### config.mk
export PLATFORM = sky130hd
export DESIGN_NAME = gpio_debouncer
export DESIGN_NICKNAME = d
export VERILOG_FILES = /design/src/rtl/gpio_debouncer.sv
export SDC_FILE = /design/constraint.sdc
export NUM_CORES = 1
export LEC_CHECK = 0
export BUFFER_PORTS_ARGS = -buffer_cell sky130_fd_sc_hd__buf_2
export CAP_MARGIN = 30
export CORE_ASPECT_RATIO = 1.75
export CORE_MARGIN = 1
export CORE_UTILIZATION = 45
export CTS_CLUSTER_SIZE = 28
export DETAILED_ROUTE_END_ITERATION = 10
export GPL_TIMING_DRIVEN = 0
export PLACE_DENSITY = 0.64
export RECOVER_POWER = 25
export SLEW_MARGIN = 10
export SYNTH_ARGS = -nofsm -noshare
export SYNTH_HDL_FRONTEND = slang
export SYNTH_SLANG_ARGS = --single-unit
### constraint.sdc
create_clock -name clock -period 5.7 [get_ports clock]
set_clock_uncertainty 0.1 [all_clocks]
set_input_delay 0.285 -clock clock [delete_from_list [all_inputs] [get_ports clock]]
set_output_delay 0.285 -clock clock [all_outputs]
set_load 0.05 [all_outputs]
### src/rtl/gpio_debouncer.sv
// Per-channel GPIO debouncer: two-flop synchronizer, then a level is accepted only after
// DEBOUNCE_CYCLES consecutive cycles of disagreement with the current debounced level.
module gpio_debouncer #(
    parameter int                    GPIO_WIDTH      = 3,
    parameter int                    DEBOUNCE_CYCLES = 120000,
    parameter logic [GPIO_WIDTH-1:0] INIT_VALUE      = '0
) (
    input  logic                  clock,
    input  logic                  reset_n,
    input  logic [GPIO_WIDTH-1:0] raw_input,
    output logic [GPIO_WIDTH-1:0] debounced,
    output logic [GPIO_WIDTH-1:0] rise_pulse,
    output logic [GPIO_WIDTH-1:0] fall_pulse,
    output logic                  any_change
);

    localparam int               CNT_W    = $clog2(DEBOUNCE_CYCLES + 1);
    localparam logic [CNT_W-1:0] CNT_LAST = CNT_W'(DEBOUNCE_CYCLES - 1);
    localparam logic [CNT_W-1:0] CNT_ONE  = CNT_W'(1);

    typedef enum logic {
        STABLE,
        SETTLING
    } chan_state_e;

    logic [GPIO_WIDTH-1:0] sync1;
    logic [GPIO_WIDTH-1:0] sync2;
    logic [CNT_W-1:0]      count      [GPIO_WIDTH];
    logic [CNT_W-1:0]      count_next [GPIO_WIDTH];
    chan_state_e           state      [GPIO_WIDTH];
    logic [GPIO_WIDTH-1:0] debounced_next;
    logic [GPIO_WIDTH-1:0] rise_next;
    logic [GPIO_WIDTH-1:0] fall_next;

    // NOTE: sequential state uses <= so every flop samples pre-edge values; with = the
    // synchronizer would collapse into a single stage.
    always_ff @(posedge clock or negedge reset_n) begin
        if (!reset_n) begin
            sync1 <= INIT_VALUE;
            sync2 <= INIT_VALUE;
        end else begin
            sync1 <= raw_input;
            sync2 <= sync1;
        end
    end

    // NOTE: every variable gets a default before any branch, so no path leaves one
    // unassigned and no latch is inferred.
    always_comb begin
        debounced_next = debounced;
        rise_next      = '0;
        fall_next      = '0;
        for (int i = 0; i < GPIO_WIDTH; i++) begin
            state[i]      = (sync2[i] == debounced[i]) ? STABLE : SETTLING;
            count_next[i] = '0;
            if (state[i] == SETTLING) begin
                if (count[i] == CNT_LAST) begin
                    debounced_next[i] = sync2[i];
                    rise_next[i]      = sync2[i];
                    fall_next[i]      = ~sync2[i];
                end else begin
                    count_next[i] = count[i] + CNT_ONE;
                end
            end
        end
    end

    // NOTE: the counter array is reset along with the rest, so a partial count can never
    // survive reset and fire early after release.
    always_ff @(posedge clock or negedge reset_n) begin
        if (!reset_n) begin
            for (int i = 0; i < GPIO_WIDTH; i++) begin
                count[i] <= '0;
            end
            debounced  <= INIT_VALUE;
            rise_pulse <= '0;
            fall_pulse <= '0;
            any_change <= 1'b0;
        end else begin
            for (int i = 0; i < GPIO_WIDTH; i++) begin
                count[i] <= count_next[i];
            end
            debounced  <= debounced_next;
            rise_pulse <= rise_next;
            fall_pulse <= fall_next;
            any_change <= |(rise_next | fall_next);
        end
    end

endmodule

==> results of run 1 <==
[final timing paths]
check,startpoint,to,slack [ns]
min in group asynchronous,reset_n,count[16]$_DFF_PN0_,0.77
worst min register to register,sync1[0]$_DFF_PN0_,sync2[0]$_DFF_PN0_,0.25
worst max-delay path,count[0]$_DFF_PN0_,count[13]$_DFF_PN0_,3.42
worst max register to register,count[0]$_DFF_PN0_,count[13]$_DFF_PN0_,3.42
worst min-delay path,sync1[0]$_DFF_PN0_,sync2[0]$_DFF_PN0_,0.25
max in group asynchronous,reset_n,debounced[1]$_DFFE_PN0P_,3.85
[flip-flops by register name (all words and copies together) (netlist names)]
register and count:
debounced 3, sync1 3, fall_pulse 3, rise_pulse 3, any_change 1, count 51, sync2 3
[power by group through the flow]
stage	clock network (mW)	logic, mW	registers [mW]
after floorplan	0	0.0146	0.498
after global placement	0	0.0292	0.500
after detailed placement	0	0.0320	0.500
after CTS	0.591	0.0343	0.492
after global routing	0.610	0.0378	0.493
final	0.575	0.0324	0.492
[stage by stage]
step           total power, mW  util, %  instances  hold slack [ns]  setup WS [ns]
2_1_floorplan            0.513        -        294           -0.111           3.85
3_3_place_gp             0.529     49.5        390            0.233           3.45
3_5_place_dp             0.532     49.8        391            0.124           3.39
4_1_cts                   1.12     55.1        411            0.249           3.36
5_1_grt                   1.14     55.1        411            0.257           3.25
6_report                  1.10     55.1        411            0.246           3.42
[routing by layer]
| layer | vias up | routed length [um] | share of wire, % | GRT usage (%) |
|---|---|---|---|---|
| met5 | - | 0 | 0 | 0 |
| met4 | 0 | 119 | 2.1 | 9.63 |
| met3 | 9 | 121 | 2.1 | 4.92 |
| met2 | 16 | 3100 | 54 | 31.2 |
| met1 | 1081 | 2420 | 42 | 21.4 |
| li1 | 1087 | - | - | - |
[final cells by class]
| cell class | instances | area share [%] |
|---|---|---|
| plain buffers | 6 | 0.828 |
| clock buffers | 11 | 6.41 |
| clock inverters | 5 | 2.14 |
| inverters | 7 | 0.724 |
| multi-input cells | 214 | 37.3 |
| flip-flops and latches | 67 | 46.2 |
| well taps | 82 | 2.83 |
| repair buffers | 19 | 3.55 |
[cell usage in the layout, fill, tap and decap left out, types with 9 or more instances in the layout]
cell type / n
clkbuf_16: 9
xor2_1: 13
nand2_1: 12
dfrtp_1: 67
nor3_1: 11
nor2_1: 49
nor4_1: 15
buf_2: 15
nand3_1: 23
nand4_1: 15
xnor2_1: 33
[cell usage after synthesis]
| cell | number |
|---|---|
| a21bo_1 | 1 |
| a21oi_1 | 2 |
| a21oi_2 | 1 |
| and3_1 | 4 |
| and4_1 | 1 |
| and4_2 | 1 |
| and4b_1 | 1 |
| buf_2 | 2 |
| buf_4 | 1 |
| clkbuf_1 | 2 |
| clkbuf_2 | 1 |
| dfrtp_1 | 67 |
| ha_1 | 3 |
| inv_1 | 7 |
| mux2_2 | 3 |
| nand2_1 | 12 |
| nand2b_1 | 2 |
| nand3_1 | 23 |
| nand4_1 | 15 |
| nand4_4 | 1 |
| nand4b_1 | 1 |
| nand4bb_1 | 1 |
| nor2_1 | 49 |
| nor3_1 | 11 |
| nor3b_1 | 6 |
| nor4_1 | 15 |
| nor4b_1 | 1 |
| nor4bb_1 | 3 |
| o211ai_1 | 1 |
| o21ai_0 | 2 |
| o21ai_1 | 1 |
| o31ai_1 | 1 |
| or2_0 | 1 |
| or2_1 | 1 |
| or3_1 | 3 |
| or4_4 | 1 |
| xnor2_1 | 33 |
| xor2_1 | 13 |
[cells by family after synthesis]
kind of cell	count (synthesis)
DFF	67
AOI/OAI and AO/OA	9
buffers and inverters	13
and+or+nand+nor	153
adders and majority gates	3
muxes	3
xor gates and xnor gates	46
[worst max-delay path, delay by kind of cell (launching register included)]
family        cells  cell delay [ns]
flops             1             0.44
buf+inv           2             0.54
simple gates      4             0.88
fa+ha+maj         1             0.18
==> metrics, run 1 <==
run status=finished, violations left; failing checks=max-capacitance violations; worst-skew pair later-pin latency=0.33 ns; critical path class=reg -> reg; die area=7210 sq um; CTS H-tree depth=3; Overall Global Routing Usage=18.7%; Max stage delay on crit path=0.44 ns; Critical Path RT=5.81 ns; synthesis-to-finish area growth=17.6%; Leak=1.49 nW; Worst-Margin Slew=1.50 ns; Final Cycle Share=40.0%; row cnt=39; initial antenna violation count=0; Yosys top cell by area=dfrtp_1; CTS tree=done; vias in the first global route=2,281; routed len/inst=14.0 um; clk buf depth=2; clk sinks=67; Via Count=2,193; Pwr Density=303 nW/um^2; sequential share of power=44.8%; area share of and/or/nand/nor cells after synthesis=26.6%; Post-Route WL=5760 um; RePlAce Congestion=0.812; diode count=0; FILL cells=592; Clk pwr share=52.3%; # port buffers=14; synthesis warning total=0; Worst EP arrival=2.39 ns; worst min path class=reg -> reg; DRC viols=0; Initial DRC Count=132; Die Ht=112 um; XOR/XNOR Fraction of Synth Area=13.1%; Synth Area per Inst=10.5 sq um; share of the synthesized area in the top cell type=54.3%; top post-synthesis cells by area=dfrtp_1, xnor2_1, nor2_1; Pins Over Slew Limit=0; Post-CTS Resized=0; hold depth=0; CP max stage cell=dfrtp_1; Critical Path Fanout Max=10; Die W=64.6 um; TNS Setup=0 ns; Placed Area=3280 sq um; Setup crit end kind=flop; DRT Pass-1 Iters=4; Reg clk slew, reported paths=0.05 ns; DRT antenna net count=0; Final Hold Viols=0; Post-Syn Nets=302; mapped cell area=3090 sq um; Initial Util=46.9%; Root Driver=clkbuf_16; num ports=15; combinational power share=2.9%; synth unique cells=38; largest net degree at the start of global routing=42; DR vias/cell=5.34; post-synthesis compound-gate area fraction=1.91%; Reg2Reg Depth=7; register area=1680 sq um; first-pass GRT wire length=10,200 um; Internal=0.876 mW; final instance area=3630 sq um; CP startpoint kind=flop; main combinational cell family by area after synthesis=simple AND/OR/NAND/NOR gates; Final Setup Violations=0; Slew headroom=0.265%; # Max-Cap Violations=1; min Tclk post-route=2.28 ns; Hold-fix buffers, CTS=4; nets=332; crit-path cells=ha_1, clkbuf_1, and4b_1, nand4_1, nand2_1, buf_2, nor2_1; sequential share of the synthesized area=54.3%; Max VDD drop=0.263 mV; area of the multi-input gates=1350 sq um; Sw Ratio=20.3%; hpwl dp=4030 um; GRT Residual Overflow=0; layout cell share with drive strength beyond 1=11.9%; CTS Buf Count=9; FMAX=0.439 GHz; RSZ-0062 raised after global routing=no; mux contribution to synthesized area=1.09%; core area=6590 sq um; Adder-Cell Fraction of Synth Area=1.22%; Post-Synthesis Cells=294; Setup Fix Bufs, Post-CTS=0; post-synthesis register bit count=67; P_sw=0.223 mW
Note: power is estimated with default switching activity, not from simulation.
==> run 2, diff against run 1 <==
Settings changed: ABC_AREA set to 1, PLACE_DENSITY 0.64 to 0.63.
Clock period 5.7 ns to 2.2 ns, I/O delays scaled along.
==> run 2 against run 1 <==
The run now ends clean. Global-route usage increased by 0.43 points. Clock-buffer cell count unchanged. Utilization decreased by 1.4 points. Flip-flop and latch count unchanged. Hold slack improved by 0.00067 ns. Final area increased by 13%. Non-clock buffer count decreased by 6. Critical path type unchanged. Critical endpoint is now count[12]$_DFF_PN0_. Largest power group unchanged.
==> metrics, run 2 <==
nets=497; Post-Syn Nets=467; Reg clk slew, reported paths=0.05 ns; Overall Global Routing Usage=19.1%; Slew headroom=14.5%; min Tclk post-route=1.60 ns; Yosys top cell by area=dfrtp_1; first-pass GRT wire length=12,200 um; die area=8270 sq um; number of flip-flops in the largest register=51; Initial Util=46.7%; Post-synth EDFFs=0; diode count=0; most frequent cells in the layout=nor2_1, nand2_1, dfrtp_1; Initial DRC Count=153; post-synthesis register bit count=67; top post-synthesis cells by area=dfrtp_1, nor2_1, nand2_1; Critical Path RT=2.31 ns; worst-skew pair later-pin latency=0.33 ns; cell with the most instances after synthesis=nor2_1; # Max-Cap Violations=0; Die W=69.2 um; ys async rst share=100%; Pwr Density=664 nW/um^2; TNS Setup=0 ns; synthesis warning total=0; row cnt=42; GRT Residual Overflow=0; Placed Area=3760 sq um; Biggest register=count; Setup Fix Bufs, Post-CTS=0; largest net degree at the start of global routing=47; ys flop type=dfrtp_1; routed len/inst=12.4 um; Via Count=2,942; DRC viols=0; Final Hold Viols=0; FILL cells=726; Leak=1.77 nW; CTS tree=done; vias in the first global route=2,865; num ports=15; Synth Area per Inst=7.74 sq um; final instance area=4090 sq um; mapped cell area=3550 sq um; RSZ-0062 raised after global routing=no; DR vias/cell=5.05; Final Setup Violations=0; Worst-Margin Slew=1.28 ns; critical path class=reg -> reg; commonest non-fill, non-tap cell in the layout=nor2_1; DRT Pass-1 Iters=5; Root Driver=clkbuf_16; met2 Track Usage GR=33.1%; Pins Over Slew Limit=0; layout cell share with drive strength beyond 1=11.7%; hpwl dp=5390 um; synth unique cells=28; share of the synthesized area in the top cell type=47.2%; initial antenna violation count=0; clk sinks=67; CTS Buf Count=9; # port buffers=14; Max VDD drop=0.345 mV; synthesis-to-finish area growth=15.1%; GR Layer Usage met3=3.61%; core area=7620 sq um; CTS H-tree depth=3; Final Cycle Share=72.9%; Most Used Layer, Global Route=met2; Post-CTS Resized=0; Worst EP arrival=1.72 ns; worst min path class=reg -> reg; Post-Route WL=7230 um; DRT antenna net count=0; Die Ht=120 um; M1 GR Usage=20.1%; Setup crit end kind=flop; total power=2.71 mW; RePlAce Congestion=0.867; CP startpoint kind=flop; Critical Path Fanout Max=7; clk buf depth=2; FMAX=0.623 GHz; run status=complete, no violations; Post-Synthesis Cells=459; sequential share of the synthesized area=47.2%; Post-synth top cells=nor2_1, nand2_1, dfrtp_1
[run 2: cell count changes after synthesis, sizes merged, moves of 9 or more]
cell and delta:
nand2 +93, nor2 +73, inv +55, xnor2 -31
nand3 +15, nor4 -15, o21ai +9
[run 2: stage by stage]
stage               cells  hold slack, ns  worst slack (ns)  util [%]
finish                582           0.246             0.596      53.7
global route          582           0.256             0.380      53.7
CTS                   582           0.111             0.589      53.7
detailed placement    562         -0.0731             0.605      49.4
global placement      561           0.119             0.617      49.0
floorplan             459          -0.286             0.659         -
[run 2: worst max-delay path, cell delays in order, from the launching register on]
cell,delay (ns)
dfrtp_1,0.38
ha_1,0.19
nand3_1,0.17
nor2_4,0.25
nand3_1,0.14
nor3_1,0.18
nor2_1,0.07
[run 2: power breakdown]
part	internal (mW)	switching [mW]	total, mW
registers	1.25	0.0145	1.27
logic	0.0285	0.0602	0.0887
clock network	0.825	0.535	1.36
[run 2: routing by layer]
layer / vias to the layer above / routed length [um]
met5: - / 0
met4: 0 / 216
met3: 17 / 224
met2: 69 / 3840
met1: 1357 / 2950
li1: 1499 / -
[run 2: logic make-up after synthesis]
group | count (synthesis) | synth area share (%)
flops | 67 | 47.2
fa+ha+maj | 3 | 1.06
buf+inv | 62 | 6.55
simple gates | 292 | 38.3
xor+xnor | 18 | 4.44
compound gates | 17 | 2.53
[run 2: repair_timing]
item,4_1_cts,5_1_grt
endpoints found under the hold margin,70,0
hold buffers,4,0
setup endpoints to repair,0,0
[run 2: final timing paths]
kind / startpoint / to / slack [ns] / cells after the start
max in group asynchronous: reset_n / count[23]$_DFF_PN0_ / 0.68 / 3
max reg2reg: count[0]$_DFF_PN0_ / count[12]$_DFF_PN0_ / 0.60 / 6
min in group asynchronous: reset_n / count[50]$_DFF_PN0_ / 0.49 / 2
max: count[0]$_DFF_PN0_ / count[12]$_DFF_PN0_ / 0.60 / 6
min: sync1[1]$_DFF_PN0_ / sync2[1]$_DFF_PN0_ / 0.25 / 0
min reg2reg: sync1[1]$_DFF_PN0_ / sync2[1]$_DFF_PN0_ / 0.25 / 0
[run 2: final cells by class]
cell class | instances | area, sq um | share of cell area (%)
clock buffer | 11 | 253 | 6.18
tap | 88 | 110 | 2.69
clock inverter | 5 | 36.3 | 0.887
inverter | 62 | 233 | 5.69
multi-input combinational | 330 | 1650 | 40.2
sequential | 67 | 1680 | 41.0
timing repair buffer | 19 | 136 | 3.33
==> run 3, diff against run 2 <==
Clock period 2.2 ns to 1.6 ns, I/O delays scaled along.
==> run 3 against run 2 <==
Maximum frequency is 6.3% higher. Via count increased by 0.44%. Die area stayed put. Largest cell class is now multi-input combinational cells. First-iteration DRC count is 5.2% lower. Hold slack lost 0.079 ns. Clock power rose by 38%.
==> metrics, run 3 (same netlist as run 2, synthesis figures left out) <==
Via Count=2,955; nets=503; Initial DRC Count=145; DRT antenna net count=0; Reg clk slew, reported paths=0.06 ns; vias in the first global route=2,877; num ports=15; commonest non-fill, non-tap cell in the layout=nor2_1; number of flip-flops in the largest register=51; core area=7620 sq um; Biggest register=count; Final Setup Violations=0; Critical Path RT=1.76 ns; GRT Residual Overflow=0; row cnt=42; DRT Pass-1 Iters=4; layout cell share with drive strength beyond 1=15.2%; Place WS=0.00483 ns; Placed Area=3760 sq um; first-pass GRT wire length=12,300 um; clk sinks=67; # port buffers=14; Setup crit end kind=flop; Overall Global Routing Usage=19.1%; Worst EP arrival=1.66 ns; Post-Route WL=7490 um; Slew headroom=61.4%; CP startpoint kind=flop; Pins Over Slew Limit=0; FMAX=0.663 GHz; Leak=1.79 nW; run status=complete, no violations; worst-skew pair later-pin latency=0.33 ns; CTS Buf Count=9; Max VDD drop=0.476 mV; DR vias/cell=5.03; CTS tree=done; final instance area=4170 sq um; Die W=69.2 um; clk buf depth=2; Pwr Density=899 nW/um^2; die area=8270 sq um; total power=3.75 mW; Critical Path Fanout Max=6; DRC viols=0; Final Hold Viols=0; Worst-Margin Slew=0.579 ns; synthesis-to-finish area growth=17.4%; hpwl dp=5390 um; worst min path class=in -> async; RePlAce Congestion=0.867; most frequent cells in the layout=nor2_1, nand2_1, dfrtp_1; routed len/inst=12.7 um; Root Driver=clkbuf_16; CTS H-tree depth=3; diode count=0; min Tclk post-route=1.51 ns; critical path class=reg -> reg; # Max-Cap Violations=0; initial antenna violation count=0; Final Cycle Share=94.3%; largest net degree at the start of global routing=47; final worst slack=0.0914 ns; Initial Util=46.7%; Die Ht=120 um
==> run 3: cell types whose count changed in the layout (fill, tap and decap cells not counted), moves of 2 or more <==
cell and change:
nand3_2 +2, ha_1 -3, nor2_1 -3, buf_4 +7
ha_4 +2, nand3_1 -2, nor2_2 +3
==> run 3: final timing paths <==
check / start / to / slack, ns / cells after the start
max in group asynchronous: reset_n / count[20]$_DFF_PN0_ / 0.25 / 3
worst min-delay path: reset_n / count[50]$_DFF_PN0_ / 0.17 / 2
min in group clock: sync1[1]$_DFF_PN0_ / sync2[1]$_DFF_PN0_ / 0.25 / 0
worst max-delay path: count[0]$_DFF_PN0_ / debounced[2]$_DFFE_PN0P_ / 0.09 / 6
worst max register to register: count[0]$_DFF_PN0_ / debounced[2]$_DFFE_PN0P_ / 0.09 / 6
worst min register to register: sync1[1]$_DFF_PN0_ / sync2[1]$_DFF_PN0_ / 0.25 / 0
==> run 3: metrics by stage <==
stage          utilization (%)  instances  setup TNS [ns]  hold WS, ns
6_report                  54.8        588               0        0.167
5_1_grt                   54.8        588         -0.0548        0.232
4_1_cts                   53.8        583               0       0.0806
3_5_place_dp              49.4        562               0       -0.103
3_3_place_gp              49.0        561               0       0.0887
2_1_floorplan                -        459               0       -0.316
==> run 3: power by group <==
group	leakage [nW]	internal, mW	switching, mW
registers	0.915	1.72	0.0248
logic	0.740	0.0443	0.0852
clock network	0.134	1.13	0.742
total	1.79	2.90	0.852
==> run 3: critical path: stages (launching register included) <==
cell and delay [ns]:
dfrtp_1 0.37, ha_2 0.21, nand3_2 0.13, nor2_4 0.21
buf_4 0.14, nand4_1 0.12, o21ai_1 0.15
==> run 3: routing by layer <==
| metal | part of all wire [%] | GRT usage, % | vias to the layer above |
|---|---|---|---|
| met5 | 0 | 0 | - |
| met4 | 3.4 | 14.5 | 0 |
| met3 | 2.9 | 3.61 | 21 |
| met2 | 53 | 33.3 | 66 |
| met1 | 40 | 20.1 | 1359 |
| li1 | - | - | 1509 |
==> run 3: what timing repair did <==
item / 4_1_cts / 5_1_grt
endpoints found under the setup margin: 3 / 32
gates cloned: 0 / 0
buffers inserted: 1 / 5
gates resized for setup: 0 / 13
hold endpoints to repair: 70 / 0
hold buffers: 4 / 0
pin swaps: 1 / 4
==> run 3: layout make-up <==
type                            instances  area (sq um)
Clock buffer                           11           253
Tap cell                               88           110
Inverter                               62           233
Clock inverter                          5          36.3
Sequential cell                        67          1680
Multi-Input combinational cell        330          1700
Fill cell                             718          3450
Timing Repair Buffer                   25           163
